### config.mk
export PLATFORM = sky130hd
export DESIGN_NAME = comparator_arbiter_flat
export DESIGN_NICKNAME = d
export VERILOG_FILES = /design/src/rtl/comparator_arbiter_if.sv /design/src/rtl/comparator_arbiter.sv /design/src/flat_wrapper.sv
export SDC_FILE = /design/constraint.sdc
export NUM_CORES = 1
export LEC_CHECK = 0
export CAP_MARGIN = 25
export CORE_MARGIN = 2
export CORE_UTILIZATION = 39
export DETAILED_ROUTE_END_ITERATION = 12
export PLACE_DENSITY = 0.77
export SKIP_CTS_REPAIR_TIMING = 1
export SLEW_MARGIN = 20
export SYNTH_ARGS = -nofsm -noshare
export SYNTH_HDL_FRONTEND = slang
export SYNTH_SLANG_ARGS = --single-unit
### constraint.sdc
create_clock -name clock_i -period 1.6 [get_ports clock_i]
set_input_delay 0.24 -clock clock_i [delete_from_list [all_inputs] [get_ports clock_i]]
set_output_delay 0.24 -clock clock_i [all_outputs]
set_load 0.03 [all_outputs]
### src/rtl/comparator_arbiter_if.sv
// Request/response bundle between the client blocks and the shared comparator arbiter.
// The master side issues requests and consumes results; the slave side is the arbiter.
interface comparator_arbiter_if #(
  parameter int NUM_REQ = 4,
  parameter int WIDTH   = 8
);
  localparam int ID_W = (NUM_REQ > 1) ? $clog2(NUM_REQ) : 1;

  logic [NUM_REQ-1:0]       req_valid;
  logic [NUM_REQ-1:0]       req_ready;
  logic [NUM_REQ*WIDTH-1:0] req_a;
  logic [NUM_REQ*WIDTH-1:0] req_b;
  logic                     resp_valid;
  logic                     resp_ready;
  logic [ID_W-1:0]          resp_id;
  logic                     resp_lt;
  logic                     resp_gt;
  logic                     resp_eq;

  modport master (
    output req_valid, req_a, req_b, resp_ready,
    input  req_ready, resp_valid, resp_id, resp_lt, resp_gt, resp_eq
  );

  modport slave (
    input  req_valid, req_a, req_b, resp_ready,
    output req_ready, resp_valid, resp_id, resp_lt, resp_gt, resp_eq
  );
endinterface

### src/rtl/comparator_arbiter.sv
// Round-robin arbiter sharing one unsigned magnitude comparator among NUM_REQ requesters.
// A request is accepted in IDLE, compared in CMP and held in RESP until the consumer takes it.
module comparator_arbiter #(
  parameter int NUM_REQ = 4,
  parameter int WIDTH   = 8
) (
  input  logic                clock_i,
  input  logic                reset_n_i,
  comparator_arbiter_if.slave bus,
  output logic                busy_o
);
  localparam int ID_W = (NUM_REQ > 1) ? $clog2(NUM_REQ) : 1;

  typedef enum logic [1:0] {IDLE, CMP, RESP} state_t;

  state_t           state_q;
  logic [ID_W-1:0]  ptr_q;
  logic [ID_W-1:0]  id_q;
  logic [WIDTH-1:0] opA_q;
  logic [WIDTH-1:0] opB_q;
  logic             respValid_q;
  logic             lt_q;
  logic             gt_q;
  logic             eq_q;

  logic             found_d;
  logic [ID_W-1:0]  grant_d;
  logic [ID_W:0]    slot;

  // Search from ptr upward, wrapping, and take the first valid requester.
  always_comb begin
    found_d = 1'b0;
    grant_d = '0;
    slot    = '0;
    for (int k = 0; k < NUM_REQ; k++) begin
      slot = {1'b0, ptr_q} + (ID_W+1)'(k);
      if (slot >= (ID_W+1)'(NUM_REQ)) begin
        slot = slot - (ID_W+1)'(NUM_REQ);
      end
      if (!found_d && bus.req_valid[slot[ID_W-1:0]]) begin
        found_d = 1'b1;
        grant_d = slot[ID_W-1:0];
      end
    end
  end

  always_comb begin
    bus.req_ready = '0;
    if (reset_n_i && (state_q == IDLE) && found_d) begin
      bus.req_ready[grant_d] = 1'b1;
    end
  end

  always_ff @(posedge clock_i) begin
    if (!reset_n_i) begin
      state_q     <= IDLE;
      ptr_q       <= '0;
      id_q        <= '0;
      opA_q       <= '0;
      opB_q       <= '0;
      respValid_q <= 1'b0;
      lt_q        <= 1'b0;
      gt_q        <= 1'b0;
      eq_q        <= 1'b0;
    end else begin
      unique case (state_q)
        IDLE: begin
          if (found_d) begin
            id_q    <= grant_d;
            opA_q   <= bus.req_a[int'(grant_d)*WIDTH +: WIDTH];
            opB_q   <= bus.req_b[int'(grant_d)*WIDTH +: WIDTH];
            state_q <= CMP;
          end
        end
        CMP: begin
          lt_q        <= (opA_q < opB_q);
          gt_q        <= (opA_q > opB_q);
          eq_q        <= (opA_q == opB_q);
          respValid_q <= 1'b1;
          state_q     <= RESP;
        end
        RESP: begin
          // The winner moves to the back of the queue once its result is taken.
          if (bus.resp_ready) begin
            respValid_q <= 1'b0;
            ptr_q       <= (id_q == ID_W'(NUM_REQ-1)) ? '0 : id_q + 1'b1;
            state_q     <= IDLE;
          end
        end
        default: state_q <= IDLE;
      endcase
    end
  end

  assign bus.resp_valid = respValid_q;
  assign bus.resp_id    = id_q;
  assign bus.resp_lt    = lt_q;
  assign bus.resp_gt    = gt_q;
  assign bus.resp_eq    = eq_q;
  assign busy_o         = (state_q != IDLE);
endmodule

### src/flat_wrapper.sv
// flat-port wrapper written by rule: the top's interface ports become plain ports
module comparator_arbiter_flat 
#(
  parameter int NUM_REQ = 4,
  parameter int WIDTH   = 8
)
  (clock_i, reset_n_i, busy_o, bus_req_valid, bus_req_a, bus_req_b, bus_resp_ready, bus_req_ready, bus_resp_valid, bus_resp_id, bus_resp_lt, bus_resp_gt, bus_resp_eq);
  comparator_arbiter_if #(.NUM_REQ(NUM_REQ), .WIDTH(WIDTH)) bus_i ();
  input  logic clock_i;
  input  logic reset_n_i;
  output logic busy_o;
  input wire logic [$bits(bus_i.req_valid)-1:0] bus_req_valid;
  input wire logic [$bits(bus_i.req_a)-1:0] bus_req_a;
  input wire logic [$bits(bus_i.req_b)-1:0] bus_req_b;
  input wire logic [$bits(bus_i.resp_ready)-1:0] bus_resp_ready;
  output wire logic [$bits(bus_i.req_ready)-1:0] bus_req_ready;
  output wire logic [$bits(bus_i.resp_valid)-1:0] bus_resp_valid;
  output wire logic [$bits(bus_i.resp_id)-1:0] bus_resp_id;
  output wire logic [$bits(bus_i.resp_lt)-1:0] bus_resp_lt;
  output wire logic [$bits(bus_i.resp_gt)-1:0] bus_resp_gt;
  output wire logic [$bits(bus_i.resp_eq)-1:0] bus_resp_eq;
  assign bus_i.req_valid = bus_req_valid;
  assign bus_i.req_a = bus_req_a;
  assign bus_i.req_b = bus_req_b;
  assign bus_i.resp_ready = bus_resp_ready;
  assign bus_req_ready = bus_i.req_ready;
  assign bus_resp_valid = bus_i.resp_valid;
  assign bus_resp_id = bus_i.resp_id;
  assign bus_resp_lt = bus_i.resp_lt;
  assign bus_resp_gt = bus_i.resp_gt;
  assign bus_resp_eq = bus_i.resp_eq;
  comparator_arbiter #(.NUM_REQ(NUM_REQ), .WIDTH(WIDTH)) u_core (.clock_i(clock_i), .reset_n_i(reset_n_i), .bus(bus_i), .busy_o(busy_o));
endmodule
### After elaboration in Yosys (flattened, before gate mapping)

Cells that the tools add are included.

| cells by class | value |
|---|---|
| $lt $le $gt $ge | 12 |
| $add $sub $neg | 8 |
| muxes and demuxes | 29 |
| shift-type cells | 2 |
| reductions and logical operators | 16 |
| equality and inequality tests | 6 |

Operators with widths:

| operator | number |
|---|---|
| 32-bit by 6-bit indexed part select with 8-bit output | 2 |
| 2-bit 2-to-1 mux | 11 |
| 2-bit by 3-bit less-than comparator with 1-bit output (second input constant) | 5 |
| 1-bit 2-to-1 mux | 10 |
| 3-bit >= comparator (second input constant) | 3 |
| 1-bit binary-select mux with 2-bit select | 4 |
| 8-bit == test | 1 |
| 8-bit > comparator | 1 |
| 8-bit less-than comparator | 1 |
| 2-bit AND reduction | 4 |
| 2-bit by 1-bit subtractor with 2-bit output (second input constant) | 4 |
| 2-bit by 2-bit adder with 3-bit output (second input constant) | 2 |
| 1-bit logical AND | 6 |
| 2-bit case mux with 3 select lines | 1 |
| 2-bit == test (second input constant) | 2 |
| 4-bit 2-to-1 mux | 1 |
| 2-bit nonzero test | 2 |
| 2-bit by 1-bit adder with 3-bit output (second input constant) | 1 |
| 2-bit by 3-bit >= comparator with 1-bit output (second input constant) | 1 |
| 1-bit logical NOT | 3 |
| 2-bit by 1-bit adder with 2-bit output (second input constant) | 1 |
| 1-bit demux with 2-bit select | 1 |
| 2-bit by 1-bit == test with 1-bit output (second input constant) | 1 |
| 2-bit by 1-bit >= comparator with 1-bit output (second input constant) | 1 |
| 4 further kinds | 4 |

| storage, ports and cells | value |
|---|---|
| input bits | 71 |
| logic and storage cells | 82 |
| register bits | 26 |

### Longest topological paths before layout

| depth | value |
|---|---|
| depth after elaboration | 19 |
| gate-level depth with buffers | 8 |
| gate-level depth less buffers | 7 |

### Worst setup path after synthesis

Ideal clock, no wire load.

| timing path | value |
|---|---|
| path type | reg-to-output |
| from | reg u_core.state_q[0] |
| to | out bus_req_ready[1] |
| slack | -0.150 ns |
| data required time | 1.360 ns |
| path buffers | 1 |
| stages on the path, launching flop included | 5 |
| arrival time | 1.510 ns |
| cells stage by stage | dfxtp_1 -> or2_2 -> a21oi_2 -> buf_2 -> and3_1 |

| between the ends | value |
|---|---|
| longest elaborated chain between the ends | 4 |

Ends and longest elaborated chain:

| element | line | RTL |
|---|---|---|
| start, declared | comparator_arbiter.sv:16 | `state_t state_q;` |
| start signal, assigned | comparator_arbiter.sv:56 | `state_q <= IDLE;` |
| start signal, assigned | comparator_arbiter.sv:72 | `state_q <= CMP;` |
| start signal, assigned | comparator_arbiter.sv:80 | `state_q <= RESP;` |
| 2-bit logical NOT | comparator_arbiter.sv:49 | `if (reset_n_i && (state_q == IDLE) && found_d) begin` |
| 1-bit logical AND (2 in a row) | comparator_arbiter.sv:49 |  |
| 4-bit 2-to-1 mux | comparator_arbiter.sv:49 |  |
| end, declared | flat_wrapper.sv:16 | `output wire logic [$bits(bus_i.req_ready)-1:0] bus_req_ready;` |

Every way passes these cells.

### Worst setup path in the final report

| timing path | value |
|---|---|
| from | reg u_core.state_q[1] |
| to | out bus_req_ready[3] |

The elaborated chain is that of the path after synthesis.

==> flow_summary.toml <==
[worst_setup_path]
start_kind = "register"
max_stage_delay_ns = 0.33
r2r-start = "u_core.ptr_q[1]"
worstReg2RegEnd = "u_core.opA_q[6]"
r2r_cells = 6
required_ns = 1.36
crit_chain = "or2_4 -> a21oi_4 -> nand2_2 -> buf_4 -> nor2_4 -> buf_6"
crit_fanout = 3
worstSetupPathType = "register to output pin"
r2r_setup_slack_ns = 0
critPathArrivalTime_ns = 1.49
end_kind = "output pin"
crit_slowest_cell = "dfxtp_2"

[clock_network]
cts_max_level = 1
cts_buffers = 3
clk_pin_slew_worst_paths_ns = 0.10
cts_tree = "built"
cts_buffer_depth = 2
clock_latency_ns = 0.27
cts.sinks = 26
root_buffer = "clkbuf_8"

[global_routing]
grt.overflow.total = 0
grt_pass1_vias = 2021
grt_pass1_wl_um = 9260
grt_use_total_pct = 21.4
grt_max_degree = 19
antenna_found_initial = 0

[floorplanning]
initial_core_util_pct = 41.0
die_h_um = 74.7
chipWidth_um = 74.7
coreArea_sq_mm = 0.00475
die_area_sq_mm = 0.00558
io-pin-count = 82
rows = 25

[drt]
first_iter_violations = 131
wl_per_cell_um = 15.3
ant_nets = 0
drt-total-wl_um = 5820
viasPerCell = 5.38
route.vias.total = 2050
firstDrtPassIters = 4
drc_errors = 0

[yosys]
synth-edff-count = 0
netlist_area_sq_mm = 0.00195
synth_cells = 216
async_flop_share_pct = 0
dominantRegCellSynth = "dfxtp_1"
ys_seq_area_share_pct = 26.7
ys_ff_latch = 26
netlist.area_leader.share_pct = 26.7
synth_cell_types = 42
avgSynthCellArea_sq_um = 9.02
synthTopCellsByArea = "dfxtp_1, mux2i_1, a221oi_2"
yosysTopAreaCell = "dfxtp_1"
synthesis.nets = 296
ys_warn_count = 0

[flow_run]
drv_cap = 0

[finish]
num-fill-cells = 401
drive_gt1_share_pct = 25.5
final_common_cell = "clkdlybuf4s50_1"
n_antenna_cell = 0
layout_common_cells = "clkdlybuf4s50_1, buf_4, dfxtp_1"
fin_nets = 395
syn_to_final_growth_pct = 63.3
finish.utilization_pct = 66.9

[timing]
final_hold_viol_count = 0
slew_violations = 0
setup_viol = 5
worst_slack_ns = -0.130
finalClockSkew_ns = 0.00195
max_slew.worst_pin.slew_ns = 0.370
hold_slack_ns = 0.505
slew_headroom_pct = 75.3
max_freq_mhz = 578
fin_crit_sh_pct = 108
fin_crit_ns = 1.73
rsz0062_at_grt = "true"
setup-tns-final_ns = -0.478

[power]
ir_drop_mv = 0.460
p_leak_nw = 1.31
p_int_mw = 1.65
power.net_switching_uw = 766
p_per_area_mw_per_mm2 = 759
power_frac_comb_pct = 43.7
switching_share_pct = 31.7
seqPwrFrac_pct = 33.3
p_clk_share_pct = 23.0

[min_path]
hold_end = "u_core.bus.resp_id[1]"
min_path_cells = 2
hp-class = "register to register"
worst_hold_startpoint = "u_core.bus.resp_id[1]"

[placed_design]
post-place-ws_ns = -0.504
dp_hpwl_um = 4380
io_buffers = 81
gp_congestion = 0.818

[run_status]
status = "finished, violations left"
violations = "setup timing"
-- cells by family (layout without fill, tap and decap cells) --
family | count (synthesis) | in the layout | synth area share [%]
flops | 26 | 26 | 26.7
buf+inv | 33 | 131 | 11.5
mux | 18 | 18 | 9.25
simple gates | 36 | 36 | 10.4
fa+ha+maj | 9 | 9 | 5.78
compound gates | 94 | 94 | 36.4
-- cell type report --
class / count / area (sq um) / share of cell area (%)
Clock buffer: 3 / 41.3 / 1.30
Clock inverter: 1 / 30.0 / 0.944
Inverter: 10 / 37.5 / 1.18
Multi-Input combinational cell: 157 / 1290 / 40.4
Sequential cell: 26 / 531 / 16.7
Tap cell: 67 / 83.8 / 2.63
Timing Repair Buffer: 117 / 1170 / 36.8
-- worst max-delay path by stage --
| stage | startpoint | end | slack, ns | depth (start not counted) |
|---|---|---|---|---|
| floorplan | u_core.ptr_q[0] | bus_req_ready[0] | 0.02 | 6 |
| global placement | bus_req_valid[0] | u_core.opA_q[4] | -0.46 | 6 |
| detailed placement | bus_req_valid[0] | u_core.opA_q[4] | -0.50 | 6 |
| CTS | bus_req_valid[0] | bus_req_ready[0] | -0.44 | 5 |
| global route | u_core.state_q[1] | bus_req_ready[3] | -0.19 | 6 |
| finish | u_core.state_q[1] | bus_req_ready[3] | -0.13 | 6 |
-- worst max-delay path, delay by kind of cell (launching register included) --
family | cells | cell delay (ns)
simple gates | 3 | 0.44
flops | 1 | 0.33
buf+inv | 2 | 0.27
compound gates | 1 | 0.17
-- metrics by stage --
stage / std cells / cell area (sq um) / total power, mW
global route: 381 / 3180 / 2.57
finish: 381 / 3180 / 2.41
floorplan: 216 / 1970 / 1.38
global placement: 370 / 2940 / 1.77
CTS: 374 / 3010 / 2.35
detailed placement: 370 / 2940 / 1.79
-- cell usage after synthesis (4+ instances only) --
| master | instances |
|---|---|
| dfxtp_1 | 26 |
| o21ai_0 | 20 |
| mux2i_1 | 18 |
| o22ai_1 | 17 |
| o211ai_1 | 16 |
| nor2_1 | 10 |
| a221oi_2 | 9 |
| ha_1 | 9 |
| inv_1 | 9 |
| a21oi_1 | 8 |
| a221oi_1 | 7 |
| buf_6 | 7 |
| clkbuf_1 | 5 |
| nand2_1 | 5 |
| a21boi_0 | 4 |
| a21o_1 | 4 |
| buf_2 | 4 |
| buf_4 | 4 |
| nor2b_1 | 4 |
-- flip-flops by register name, indices dropped and copies added (netlist names), 2 cells and up --
register,cells
u_core.opA_q,8
u_core.opB_q,8
u_core.bus.resp_id,2
u_core.ptr_q,2
u_core.state_q,2
-- power groups by stage --
stage / Clock [mW] / Sequential, mW / Combinational [mW]
6_report: 0.555 / 0.805 / 1.05
3_5_place_dp: 0 / 0.821 / 0.970
3_3_place_gp: 0 / 0.818 / 0.952
5_1_grt: 0.595 / 0.815 / 1.16
4_1_cts: 0.565 / 0.809 / 0.976
2_1_floorplan: 0 / 0.831 / 0.549
-- layer usage --
metal / share of wire, % / routed length (um) / up-vias / GRT usage, %
li1: - / - / 1032 / -
met1: 46 / 2660 / 941 / 29.3
met2: 48 / 2790 / 71 / 35.8
met3: 5.3 / 310 / 6 / 3.35
met4: 1.0 / 59 / 0 / 4.56
met5: 0 / 0 / - / 0
Power figures use the tool's default switching activity.
